==> config.mk <==
export PLATFORM = sky130hd
export DESIGN_NAME = mmio_gpio_ctrl_flat
export DESIGN_NICKNAME = d
export VERILOG_FILES = /design/src/rtl/gpio_pkg.sv /design/src/rtl/mmio_gpio_ctrl_if.sv /design/src/rtl/gpio_debounce.sv /design/src/rtl/mmio_gpio_ctrl.sv /design/src/flat_wrapper.sv
export SDC_FILE = /design/constraint.sdc
export NUM_CORES = 1
export LEC_CHECK = 0
export ABC_AREA = 0
export CAP_MARGIN = 20
export CORE_UTILIZATION = 44
export DETAILED_ROUTE_END_ITERATION = 8
export PLACE_DENSITY = 0.8
export SYNTH_ARGS = -nofsm -noshare
export SYNTH_HDL_FRONTEND = slang
export SYNTH_HIERARCHICAL = 1
export SYNTH_SLANG_ARGS = --single-unit
==> constraint.sdc <==
create_clock -name clk -period 2.43 [get_ports clk]
set_input_delay 0.486 -clock clk [delete_from_list [all_inputs] [get_ports clk]]
set_output_delay 0.486 -clock clk [all_outputs]
set_load 0.1 [all_outputs]
==> src/rtl/gpio_pkg.sv <==
// Shared constants for the MMIO GPIO controller: bus widths, register offsets,
// bus FSM encoding and the default register window base.
package gpio_pkg;

    localparam int unsigned ADDR_W = 32;
    localparam int unsigned DATA_W = 32;

    localparam logic [3:0] OFF_SW    = 4'h0;
    localparam logic [3:0] OFF_LED   = 4'h4;
    localparam logic [3:0] OFF_EDGE  = 4'h8;
    localparam logic [3:0] OFF_IRQEN = 4'hC;

    localparam logic [ADDR_W-1:0] DEFAULT_BASE_ADDR = 32'hFFFF_0000;

    typedef enum logic {
        IDLE = 1'b0,
        RESP = 1'b1
    } bus_state_e;

endpackage

==> src/rtl/mmio_gpio_ctrl_if.sv <==
// Load/store bus between the core and the GPIO register window.
interface mmio_gpio_ctrl_if;

    logic                          bus_req;
    logic                          bus_we;
    logic [gpio_pkg::ADDR_W-1:0]   bus_addr;
    logic [gpio_pkg::DATA_W-1:0]   bus_wdata;
    logic [gpio_pkg::DATA_W-1:0]   bus_rdata;
    logic                          bus_ready;
    logic                          bus_err;

    modport master (
        output bus_req, bus_we, bus_addr, bus_wdata,
        input  bus_rdata, bus_ready, bus_err
    );

    modport slave (
        input  bus_req, bus_we, bus_addr, bus_wdata,
        output bus_rdata, bus_ready, bus_err
    );

endinterface

==> src/rtl/gpio_debounce.sv <==
// Two-flop synchronizer plus a shared debounce counter; stable only moves after
// the synchronized value has disagreed with it for DEBOUNCE_CYCLES cycles.
module gpio_debounce #(
    parameter int unsigned WIDTH           = 8,
    parameter int unsigned DEBOUNCE_CYCLES = 4
) (
    input  logic             clk,
    input  logic             rst_n,
    input  logic [WIDTH-1:0] raw,
    output logic [WIDTH-1:0] stable,
    output logic [WIDTH-1:0] changed
);

    localparam int unsigned      CNT_W    = 8;
    localparam logic [CNT_W-1:0] CNT_LAST = CNT_W'(DEBOUNCE_CYCLES - 1);

    logic [WIDTH-1:0] meta;
    logic [WIDTH-1:0] sync;
    logic [CNT_W-1:0] cnt;
    logic             settle;

    // settle marks the cycle whose closing edge loads sync into stable
    assign settle  = (sync != stable) && (cnt == CNT_LAST);
    assign changed = settle ? (sync ^ stable) : '0;

    always_ff @(posedge clk or negedge rst_n) begin
        if (!rst_n) begin
            meta   <= '0;
            sync   <= '0;
            stable <= '0;
            cnt    <= '0;
        end else begin
            meta <= raw;
            sync <= meta;
            if (sync == stable) begin
                cnt <= '0;
            end else if (settle) begin
                stable <= sync;
                cnt    <= '0;
            end else begin
                cnt <= cnt + CNT_W'(1);
            end
        end
    end

endmodule

==> src/rtl/mmio_gpio_ctrl.sv <==
// Memory-mapped GPIO controller: 16-byte register window, two-state bus
// handshake, debounced switch inputs with sticky change flags, LEDs and irq.
module mmio_gpio_ctrl
    import gpio_pkg::*;
#(
    parameter logic [ADDR_W-1:0] BASE_ADDR       = DEFAULT_BASE_ADDR,
    parameter int unsigned       DEBOUNCE_CYCLES = 4,
    parameter int unsigned       SW_WIDTH        = 8
) (
    input  logic                clk,
    input  logic                rst_n,
    mmio_gpio_ctrl_if.slave     bus,
    input  logic [SW_WIDTH-1:0] switches,
    output logic [SW_WIDTH-1:0] leds,
    output logic                irq
);

    bus_state_e          state;
    logic [SW_WIDTH-1:0] led_q;
    logic [SW_WIDTH-1:0] edge_q;
    logic [SW_WIDTH-1:0] irq_en_q;
    logic [SW_WIDTH-1:0] stable;
    logic [SW_WIDTH-1:0] changed;
    logic [SW_WIDTH-1:0] wdata;
    logic [SW_WIDTH-1:0] w1c;
    logic [3:0]          offset;
    logic [DATA_W-1:0]   rd_val;
    logic                hit;
    logic                wr_en;
    logic                unused_wdata;

    gpio_debounce #(
        .WIDTH           (SW_WIDTH),
        .DEBOUNCE_CYCLES (DEBOUNCE_CYCLES)
    ) u_debounce (
        .clk     (clk),
        .rst_n   (rst_n),
        .raw     (switches),
        .stable  (stable),
        .changed (changed)
    );

    assign unused_wdata = ^bus.bus_wdata;
    assign leds         = led_q;

    // Address decode and read mux for the access presented in IDLE
    always_comb begin
        offset = bus.bus_addr[3:0];
        hit    = (bus.bus_addr[ADDR_W-1:4] == BASE_ADDR[ADDR_W-1:4]) &&
                 (bus.bus_addr[1:0] == 2'b00);
        wr_en  = (state == IDLE) && bus.bus_req && bus.bus_we && hit;
        wdata  = bus.bus_wdata[SW_WIDTH-1:0];
        w1c    = (wr_en && (offset == OFF_EDGE)) ? wdata : '0;
        case (offset)
            OFF_SW:    rd_val = DATA_W'(stable);
            OFF_LED:   rd_val = DATA_W'(led_q);
            OFF_EDGE:  rd_val = DATA_W'(edge_q);
            OFF_IRQEN: rd_val = DATA_W'(irq_en_q);
            default:   rd_val = '0;
        endcase
    end

    always_ff @(posedge clk or negedge rst_n) begin
        if (!rst_n) begin
            state         <= IDLE;
            bus.bus_ready <= 1'b0;
            bus.bus_err   <= 1'b0;
            bus.bus_rdata <= '0;
        end else if (state == IDLE) begin
            if (bus.bus_req) begin
                state         <= RESP;
                bus.bus_ready <= 1'b1;
                bus.bus_err   <= !hit;
                bus.bus_rdata <= (hit && !bus.bus_we) ? rd_val : '0;
            end
        end else begin
            state         <= IDLE;
            bus.bus_ready <= 1'b0;
            bus.bus_err   <= 1'b0;
            bus.bus_rdata <= '0;
        end
    end

    // A hardware change flag overrides a same-cycle write-1-to-clear
    always_ff @(posedge clk or negedge rst_n) begin
        if (!rst_n) begin
            led_q    <= '0;
            irq_en_q <= '0;
            edge_q   <= '0;
            irq      <= 1'b0;
        end else begin
            if (wr_en && (offset == OFF_LED))   led_q    <= wdata;
            if (wr_en && (offset == OFF_IRQEN)) irq_en_q <= wdata;
            edge_q <= (edge_q & ~w1c) | changed;
            irq    <= |(edge_q & irq_en_q);
        end
    end

endmodule

==> src/flat_wrapper.sv <==
// flat-port wrapper written by rule: the top's interface ports become plain ports
module mmio_gpio_ctrl_flat import gpio_pkg::*;
#(
    parameter logic [ADDR_W-1:0] BASE_ADDR       = DEFAULT_BASE_ADDR,
    parameter int unsigned       DEBOUNCE_CYCLES = 4,
    parameter int unsigned       SW_WIDTH        = 8
)
  (clk, rst_n, switches, leds, irq, bus_bus_req, bus_bus_we, bus_bus_addr, bus_bus_wdata, bus_bus_rdata, bus_bus_ready, bus_bus_err);
  mmio_gpio_ctrl_if bus_i ();
  input  logic clk;
  input  logic rst_n;
  input  logic [SW_WIDTH-1:0] switches;
  output logic [SW_WIDTH-1:0] leds;
  output logic irq;
  input wire logic [$bits(bus_i.bus_req)-1:0] bus_bus_req;
  input wire logic [$bits(bus_i.bus_we)-1:0] bus_bus_we;
  input wire logic [$bits(bus_i.bus_addr)-1:0] bus_bus_addr;
  input wire logic [$bits(bus_i.bus_wdata)-1:0] bus_bus_wdata;
  output wire logic [$bits(bus_i.bus_rdata)-1:0] bus_bus_rdata;
  output wire logic [$bits(bus_i.bus_ready)-1:0] bus_bus_ready;
  output wire logic [$bits(bus_i.bus_err)-1:0] bus_bus_err;
  assign bus_i.bus_req = bus_bus_req;
  assign bus_i.bus_we = bus_bus_we;
  assign bus_i.bus_addr = bus_bus_addr;
  assign bus_i.bus_wdata = bus_bus_wdata;
  assign bus_bus_rdata = bus_i.bus_rdata;
  assign bus_bus_ready = bus_i.bus_ready;
  assign bus_bus_err = bus_i.bus_err;
  mmio_gpio_ctrl #(.BASE_ADDR(BASE_ADDR), .DEBOUNCE_CYCLES(DEBOUNCE_CYCLES), .SW_WIDTH(SW_WIDTH)) u_core (.clk(clk), .rst_n(rst_n), .bus(bus_i), .switches(switches), .leds(leds), .irq(irq));
endmodule
### Word level (Yosys, flattened, before mapping)

Index checks and enable logic that the tools add are counted.

| cells by class | value |
|---|---|
| multiplexer cells | 14 |
| equality and inequality tests | 7 |
| bitwise gates (word level) | 7 |
| $add $sub $neg | 1 |
| reduce and logical (&&, ||, !) cells | 16 |

Operators by type and width:

| operator | count |
|---|---|
| 2-to-1 mux 32 bit | 2 |
| 2-to-1 mux 8 bit | 5 |
| case mux 8 bit (4 select lines) | 1 |
| equality test 28 bit, second input constant | 1 |
| AND 8 bit | 2 |
| logical AND 1 bit | 9 |
| adder 8 x 1 -> 8 bit, second input constant | 1 |
| equality test 4 bit, second input constant | 2 |
| equality test 8 x 2 -> 1 bit, second input constant | 1 |
| equality test 8 bit | 1 |
| inequality test 8 bit | 1 |
| inverter 8 bit | 1 |
| bitwise OR 8 bit | 1 |
| OR reduction 8 bit | 1 |
| XOR 8 bit | 1 |
| 2-to-1 mux 1 bit | 6 |
| equality test 4 x 3 -> 1 bit, second input constant | 1 |
| logical NOT 4 bit | 1 |
| logical NOT 1 bit | 2 |
| logical NOT 2 bit | 1 |
| inverter 1 bit | 2 |
| AND reduction 2 bit | 1 |
| nonzero test 2 bit | 1 |

| storage, ports and cells | value |
|---|---|
| bits in registers | 92 |
| logic and storage cells | 57 |
| output and inout port bits | 43 |

### Logic depth before layout (Yosys ltp)

Gate-level depths: netlist of run 1.

| depth | value |
|---|---|
| word-level depth | 9 |
| depth in mapped cells | 7 |

### Cells and area by module

The synthesis of run 1 kept the hierarchy.

Modules (own cells, without submodules):

| module | cells each | times used | area each (sq um) | seq. area each (sq um) |
|---|---|---|---|---|
| mmio_gpio_ctrl | 161 | 1 | 1943.1 | 900.9 |
| gpio_debounce | 87 | 1 | 1256.2 | 800.8 |

### Worst setup path before layout of run 1

No wires, ideal clock.

| path | value |
|---|---|
| path type | input -> register |
| start | input bus_bus_addr[5] |
| end | register u_core.led_q[0] (netlist: u_core/leds[0]) |
| path buffers | 0 |
| data required time | 2304 ps |
| setup slack | -137 ps |
| data arrival time | 2442 ps |
| stages on the path | 4 |
| cells stage by stage | or4b_4 > or4_4 > nor4_4 > mux2_2 |

| on the way | value |
|---|---|
| longest elaborated chain between the ends | 4 |

RTL lines:

| element | RTL line | RTL |
|---|---|---|
| from (decl) | flat_wrapper.sv:17 | `input wire logic [$bits(bus_i.bus_addr)-1:0] bus_bus_addr;` |
| equality test 28 bit | mmio_gpio_ctrl.sv:49 | `hit = (bus.bus_addr[ADDR_W-1:4] == BASE_ADDR[ADDR_W-1:4]) &&` |
| logical AND 1 bit | mmio_gpio_ctrl.sv:49 |  |
| logical AND 1 bit | mmio_gpio_ctrl.sv:51 | `wr_en = (state == IDLE) && bus.bus_req && bus.bus_we && hit;` |
| logical AND 1 bit | mmio_gpio_ctrl.sv:92 | `if (wr_en && (offset == OFF_LED)) led_q <= wdata;` |
| to (signal assigned) | mmio_gpio_ctrl.sv:92 |  |
| to (decl) | mmio_gpio_ctrl.sv:19 | `logic [SW_WIDTH-1:0] led_q;` |

Every way passes these cells.
A chain may end at the register's enable or synchronous reset.

### Worst setup path after layout of run 1

| path | value |
|---|---|
| start | input bus_bus_addr[7] |
| end | register u_core.irq_en_q[7] |

| on the way | value |
|---|---|
| longest elaborated chain between the ends | 4 |

RTL lines:

| element | RTL line | RTL |
|---|---|---|
| equality test 28 bit | mmio_gpio_ctrl.sv:49 |  |
| logical AND 1 bit | mmio_gpio_ctrl.sv:49 |  |
| logical AND 1 bit | mmio_gpio_ctrl.sv:51 |  |
| logical AND 1 bit | mmio_gpio_ctrl.sv:93 | `if (wr_en && (offset == OFF_IRQEN)) irq_en_q <= wdata;` |
| to (signal assigned) | mmio_gpio_ctrl.sv:93 |  |
| to (decl) | mmio_gpio_ctrl.sv:21 | `logic [SW_WIDTH-1:0] irq_en_q;` |

Every way passes these cells.

==> results by group, run 1 <==
Status
  • Run status: finished clean

Place
  • Detailed placer's ending HPWL: 5.02 mm
  • RePlAce Congestion: 0.837
  • Placed cells: 424
  • Placement Cell Area: 3980 µm²
  • PortBufs: 70

Timing
  • Clock period minus worst slack: 2.29 ns
  • Actual slew at the worst max-slew pin: 0.559 ns
  • Fmax: 436 MHz
  • RSZ-0062 raised after global routing: false
  • Clk_skew: 0.00527 ns
  • Slew HR: 0.626
  • Final Hold Fails: 0
  • Hold_ws: 0.348 ns
  • Final period utilization: 0.944
  • Final setup violation count: 0
  • Max Slew Vio Count: 0

Setup path
  • Worst path top cell family by delay: simple AND/OR/NAND/NOR gates
  • RR Startpoint: u_core/u_debounce/stable[6]
  • R2R setup slack: 0.43 ns
  • Arrival time worst endpoint: 2.52 ns
  • Critical path's largest stage delay: 0.53 ns
  • Data required, critical path: 2.65 ns
  • Worst path slowest cell: or4b_4
  • Crit path kind: input port to flip-flop
  • Worst setup EP type: flip-flop
  • Ordered cell list for the critical path: dlygate4sd2_1, or4b_4, or4_4, nor4_4, buf_4, mux2_4
  • Startpoint types: input port
  • WP buf/inv: 2
  • Worst reg2reg path depth: 4
  • Worst-path maximum fanout: 4
  • Reg2Reg Capture Point: u_core/u_debounce/stable[0]

Logic synthesis
  • Yosys top cell area share: 0.532
  • Synth cell types: 41
  • Primary FF master, synth: dfrtp_1
  • Number of flops mapped to enable cells by yosys: 0
  • Largest area contributor in the netlist: dfrtp_1
  • #FFs+latches synth: 68
  • Syn. warnings: 6
  • Syn_area_per_cell: 12.9 µm²
  • Ranking of synthesized cells by area: dfrtp_1, mux2_2, buf_4
  • Count leader, synth: dfrtp_1
  • Synth top cells by count: dfrtp_1, buf_4, mux2_2
  • Seq/Total Area, Yosys: 0.532
  • Cells after Synth: 248
  • Post-Syn Area: 3200 µm²
  • Share of synthesized registers carrying an async set or reset: 1.00

Cells and area
  • Layout cell share with drive strength beyond 1: 0.293
  • Post-Layout Cell Count: 441
  • Diode count: 0
  • Nets@finish: 417
  • Layout overhead on the synthesized area: 32.5%
  • Finished Cell Area: 4240 µm²

Min path
  • Hold path cells: 0
  • Tightest Hold Check Type: flip-flop to flip-flop
  • Hold wc startpoint: u_core/u_debounce/meta[0]
  • Worst Hold Endpoint: u_core/u_debounce/sync[0]

Routing
  • DRC viols: 0
  • Avg WL per Cell: 15.1 µm
  • Vias: 2199
  • Antenna Nets Post-Route: 0
  • Starting DRC count in detailed routing: 100
  • Vias per cell: 4.99
  • Final wirelength: 6.64 mm
  • Router iterations before antenna repair: 4

Floorplan
  • # rows: 30
  • Chip Height: 87.3 µm
  • CORE AREA: 6910 µm²
  • Die W: 87.3 µm
  • IO Pins: 119
  • Die area: 7620 µm²
  • Initial Utilization: 0.463

Global routing
  • Initial antenna violation count: 0
  • Vias in the first global route: 2235
  • Global route overflow: 0
  • Total GRT Usage: 0.196
  • Pin count of the biggest net entering global routing: 39
  • Global-route wire length before repair: 11.0 mm

Clock tree
  • Depth of the CTS H-tree: 3
  • CTS tree: built
  • Post CTS Setup Buffer Count: 0
  • Max Buffers Root-to-Sink: 2
  • Worst skew pair latency: 0.34 ns
  • Reg clk slew, reported paths: 0.07 ns
  • CTS buffer count: 9
  • Clock Sink Count: 68
  • CTS root buf: clkbuf_8

Pwr
  • Static Leak: 0.00193 µW
  • Peak supply drop: 0.396 mV
  • PD cells: 736 nW/µm²

Job
  • Max Cap Viol: 0
area by class of cell:
| type | count | area [µm²] |
|---|---|---|
| fill | 558 | 2670 |
| tap | 96 | 120 |
| inverter | 9 | 33.8 |
| clock buffer | 12 | 145 |
| timing repair buffer | 88 | 797 |
| multi-input combinational | 164 | 1370 |
| clock inverter | 4 | 72.6 |
| sequential | 68 | 1700 |
placed cells by master, fill, tap and decap left out, types with 5 or more instances in the layout:
cell / instances
dfrtp_1: 68
clkdlybuf4s50_1: 46
buf_4: 34
conb_1: 24
nand4_1: 15
nor2_1: 14
mux2_2: 14
clkbuf_8: 10
mux2_4: 10
nand2_1: 10
inv_1: 9
a21o_1: 8
mux4_2: 7
xnor2_1: 7
nor3_1: 6
o21ai_2: 5
worst reg2reg max path: stages, from the launching register on:
cell and delay, ns:
dfrtp_1 0.42, xnor2_1 0.30, nand4_1 0.24, o211ai_4 0.53, mux2_2 0.40
how the worst max path moves through the flow:
stage	from	slack, ns	endpoint	cells past startpoint
final	bus_bus_addr[7]	0.14	u_core/irq_en_q[7]	6
after global placement	bus_bus_addr[5]	-0.41	u_core/irq_en_q[4]	6
after global routing	bus_bus_addr[9]	0.03	u_core/leds[1]	6
after detailed placement	bus_bus_addr[5]	-0.44	u_core/irq_en_q[7]	6
after CTS	bus_bus_addr[7]	0.01	u_core/irq_en_q[6]	6
after floorplan	bus_bus_addr[5]	-0.04	u_core/irq_en_q[0]	4
what timing repair did:
action                     4_1_cts  5_1_grt
pin swaps                        3        1
hold endpoints to repair         8        0
hold buffers                     1        0
setup endpoints to repair       16       10
resized for setup               14        0
stage by stage:
stage | TNS, ns | total power, µW | util | worst slack (ns)
after floorplan | -0.296 | 1930 | - | -0.0370
after global placement | -8.46 | 2100 | 0.576 | -0.408
after detailed placement | -9.42 | 2130 | 0.576 | -0.436
after CTS | 0 | 3130 | 0.614 | 0.0126
after global routing | 0 | 3250 | 0.614 | 0.0336
final | 0 | 3120 | 0.614 | 0.135
flip-flops by register name (all words and copies together), names as in the netlist:
| name | count |
|---|---|
| u_core/bus.bus_err | 1 |
| u_core/bus.bus_rdata | 8 |
| u_core/bus.bus_ready | 1 |
| u_core/edge_q | 8 |
| u_core/irq | 1 |
| u_core/irq_en_q | 8 |
| u_core/leds | 8 |
| u_core/state | 1 |
| u_core/u_debounce/cnt | 8 |
| u_core/u_debounce/meta | 8 |
| u_core/u_debounce/stable | 8 |
| u_core/u_debounce/sync | 8 |
routing by layer:
| layer | up-vias | global-route usage | wire, µm |
|---|---|---|---|
| li1 | 1030 | - | - |
| met1 | 1091 | 0.245 | 2920 |
| met2 | 68 | 0.330 | 3350 |
| met3 | 10 | 0.0379 | 245 |
| met4 | 0 | 0.0909 | 127 |
| met5 | - | 0 | 0 |
power by group:
part           switching [µW]  leakage, µW  internal (µW)  total (µW)
clock                     404     0.000107            605        1010
sequential                137     0.000843           1260        1400
combinational             399     0.000981            316         715
total                     940      0.00193           2180        3120
cells by family (layout without fill, tap and decap cells):
family | count (synthesis) | after routing | share of synthesized area
other cells | 1 | 24 | 0.00117
flops | 68 | 68 | 0.532
simple gates | 71 | 71 | 0.140
fa+ha+maj | 1 | 1 | 0.00391
compound gates | 22 | 22 | 0.0559
mux | 32 | 32 | 0.144
buf+inv | 39 | 113 | 0.0778
xor+xnor | 14 | 14 | 0.0454
No activity file was read; power rests on OpenSTA's default activity.
==> run 2: changes to the inputs <==
--- a/config.mk
+++ b/config.mk
@@ -6,9 +6,10 @@
 export NUM_CORES = 1
 export LEC_CHECK = 0
 export ABC_AREA = 0
-export CAP_MARGIN = 20
+export CAP_MARGIN = 40
 export CORE_UTILIZATION = 44
 export DETAILED_ROUTE_END_ITERATION = 8
+export GPL_TIMING_DRIVEN = 0
 export PLACE_DENSITY = 0.8
 export SYNTH_ARGS = -nofsm -noshare
 export SYNTH_HDL_FRONTEND = slang
==> results by group, run 2 (same netlist as run 1, synthesis figures left out) <==
Status
  • Run status: finished clean

Cells and area
  • Nets@finish: 451
  • Commonest non-fill, non-tap cell in the layout: dfrtp_1
  • Most frequent cells in the layout: dfrtp_1, clkdlybuf4s50_1, buf_4
  • Diode count: 0
  • Post-Layout Cell Count: 475
  • Layout overhead on the synthesized area: 45.9%
  • Fillers: 531
  • Layout cell share with drive strength beyond 1: 0.301

Timing
  • Clk_skew: 0.00653 ns
  • RSZ-0062 raised after global routing: false
  • Final setup violation count: 0
  • Fmax: 421 MHz
  • Slew HR: 0.391
  • Hold_ws: 0.238 ns
  • Max Slew Vio Count: 0
  • Clock period minus worst slack: 2.38 ns
  • Actual slew at the worst max-slew pin: 0.906 ns
  • Final Hold Fails: 0
  • Final WS setup: 0.0528 ns
  • Final period utilization: 0.978

Clock tree
  • Clock Sink Count: 68
  • Max Buffers Root-to-Sink: 2
  • CTS root buf: clkbuf_8
  • CTS buffer count: 9
  • Reg clk slew, reported paths: 0.07 ns
  • Depth of the CTS H-tree: 3
  • Worst skew pair latency: 0.34 ns
  • CTS tree: built

Pwr
  • Static Leak: 0.00211 µW
  • Peak supply drop: 0.587 mV
  • Total power: 3180 µW
  • PD cells: 681 nW/µm²

Setup path
  • Worst path top cell family by delay: simple AND/OR/NAND/NOR gates
  • Startpoint types: input port
  • Ordered cell list for the critical path: dlygate4sd2_1, or4b_4, or4_4, nor4_4, buf_4, mux2_2
  • WP buf/inv: 2
  • Data required, critical path: 2.66 ns
  • RR Startpoint: u_core/state
  • Worst setup EP type: flip-flop
  • Crit path kind: input port to flip-flop
  • Worst setup path start: bus_bus_addr[7]
  • Worst-path maximum fanout: 5
  • Worst path slowest cell: or4b_4
  • Arrival time worst endpoint: 2.61 ns
  • Critical path's largest stage delay: 0.54 ns

Floorplan
  • IO Pins: 119
  • # rows: 30
  • Die area: 7620 µm²
  • Die W: 87.3 µm
  • Initial Utilization: 0.463
  • CORE AREA: 6910 µm²
  • Chip Height: 87.3 µm

Place
  • Detailed placer's ending HPWL: 4.92 mm
  • Placed cells: 455
  • PortBufs: 69
  • RePlAce Congestion: 0.795
  • Post-place setup slack: -0.671 ns

Job
  • Max Cap Viol: 0

Global routing
  • Global route overflow: 0
  • Global-route wire length before repair: 11.3 mm
  • Vias in the first global route: 2335
  • Pin count of the biggest net entering global routing: 69
  • Initial antenna violation count: 0
  • Total GRT Usage: 0.200

Routing
  • Highest metal used: met4
  • Met3 routed WL: 314 µm
  • Router iterations before antenna repair: 4
  • Starting DRC count in detailed routing: 134
  • DRC viols: 0
  • Avg WL per Cell: 14.5 µm
  • Met2 WL: 3.57 mm
  • Metal1 wirelength: 2.93 mm
  • Antenna Nets Post-Route: 0
  • Final wirelength: 6.89 mm
  • Vias: 2324
  • Vias per cell: 4.89

Min path
  • Tightest Hold Check Type: input port to asynchronous set/reset pin
==> run 2: changes by cell type in the layout (fill, tap and decap cells not counted), moves of 2 or more <==
cell             before  now
buf_8                 0   20
clkbuf_1              2    5
clkdlybuf4s50_1      46   64
clkinv_4              0    2
buf_4                34   29
==> run 2: repair_timing <==
item,CTS,global route
setup endpoints to repair,23,4
pin swaps,4,1
setup buffers,4,0
hold buffers,0,0
resized for setup,14,0
==> run 2: through the flow <==
step / utilization / area (µm²) / setup TNS, ns
6_report: 0.676 / 4670 / 0
5_1_grt: 0.676 / 4670 / 0
4_1_cts: 0.676 / 4670 / 0
3_5_place_dp: 0.634 / 4380 / -15.67
3_3_place_gp: 0.593 / 4100 / -101.22
2_1_floorplan: - / 3290 / -0.296
==> run 2: cell type report <==
cell class | instances | area (µm²) | area share
Buffer | 30 | 218 | 0.0466
Clock buffer | 11 | 141 | 0.0303
Clock inverter | 5 | 85.1 | 0.0182
Inverter | 9 | 33.8 | 0.00724
Multi-Input combinational cell | 164 | 1370 | 0.292
Sequential cell | 68 | 1700 | 0.365
Tap cell | 96 | 120 | 0.0257
Timing Repair Buffer | 92 | 1000 | 0.215
==> run 2: metal layers <==
| layer | up-vias | global-route usage |
|---|---|---|
| met5 | - | 0 |
| met4 | 0 | 0.0611 |
| met3 | 8 | 0.0521 |
| met2 | 75 | 0.346 |
| met1 | 1145 | 0.246 |
| li1 | 1096 | - |
==> run 2: power by group <==
group          internal, µW  leakage [µW]  switching, µW
logic                   341       0.00115            408
registers              1260      0.000843            135
clock network           609      0.000110            425
==> run 2: worst paths after layout <==
check                      slack, ns                   endpoint  cells after the start
setup / recovery                0.05             u_core/leds[5]                      6
hold / removal                  0.24   u_core/u_debounce/cnt[2]                      1
setup reg to reg                0.42             u_core/leds[5]                      5
hold reg to reg                 0.35  u_core/u_debounce/sync[5]                      0
max in group asynchronous       1.64   u_core/u_debounce/cnt[7]                      1
min in group clk                0.35  u_core/u_debounce/sync[5]                      0
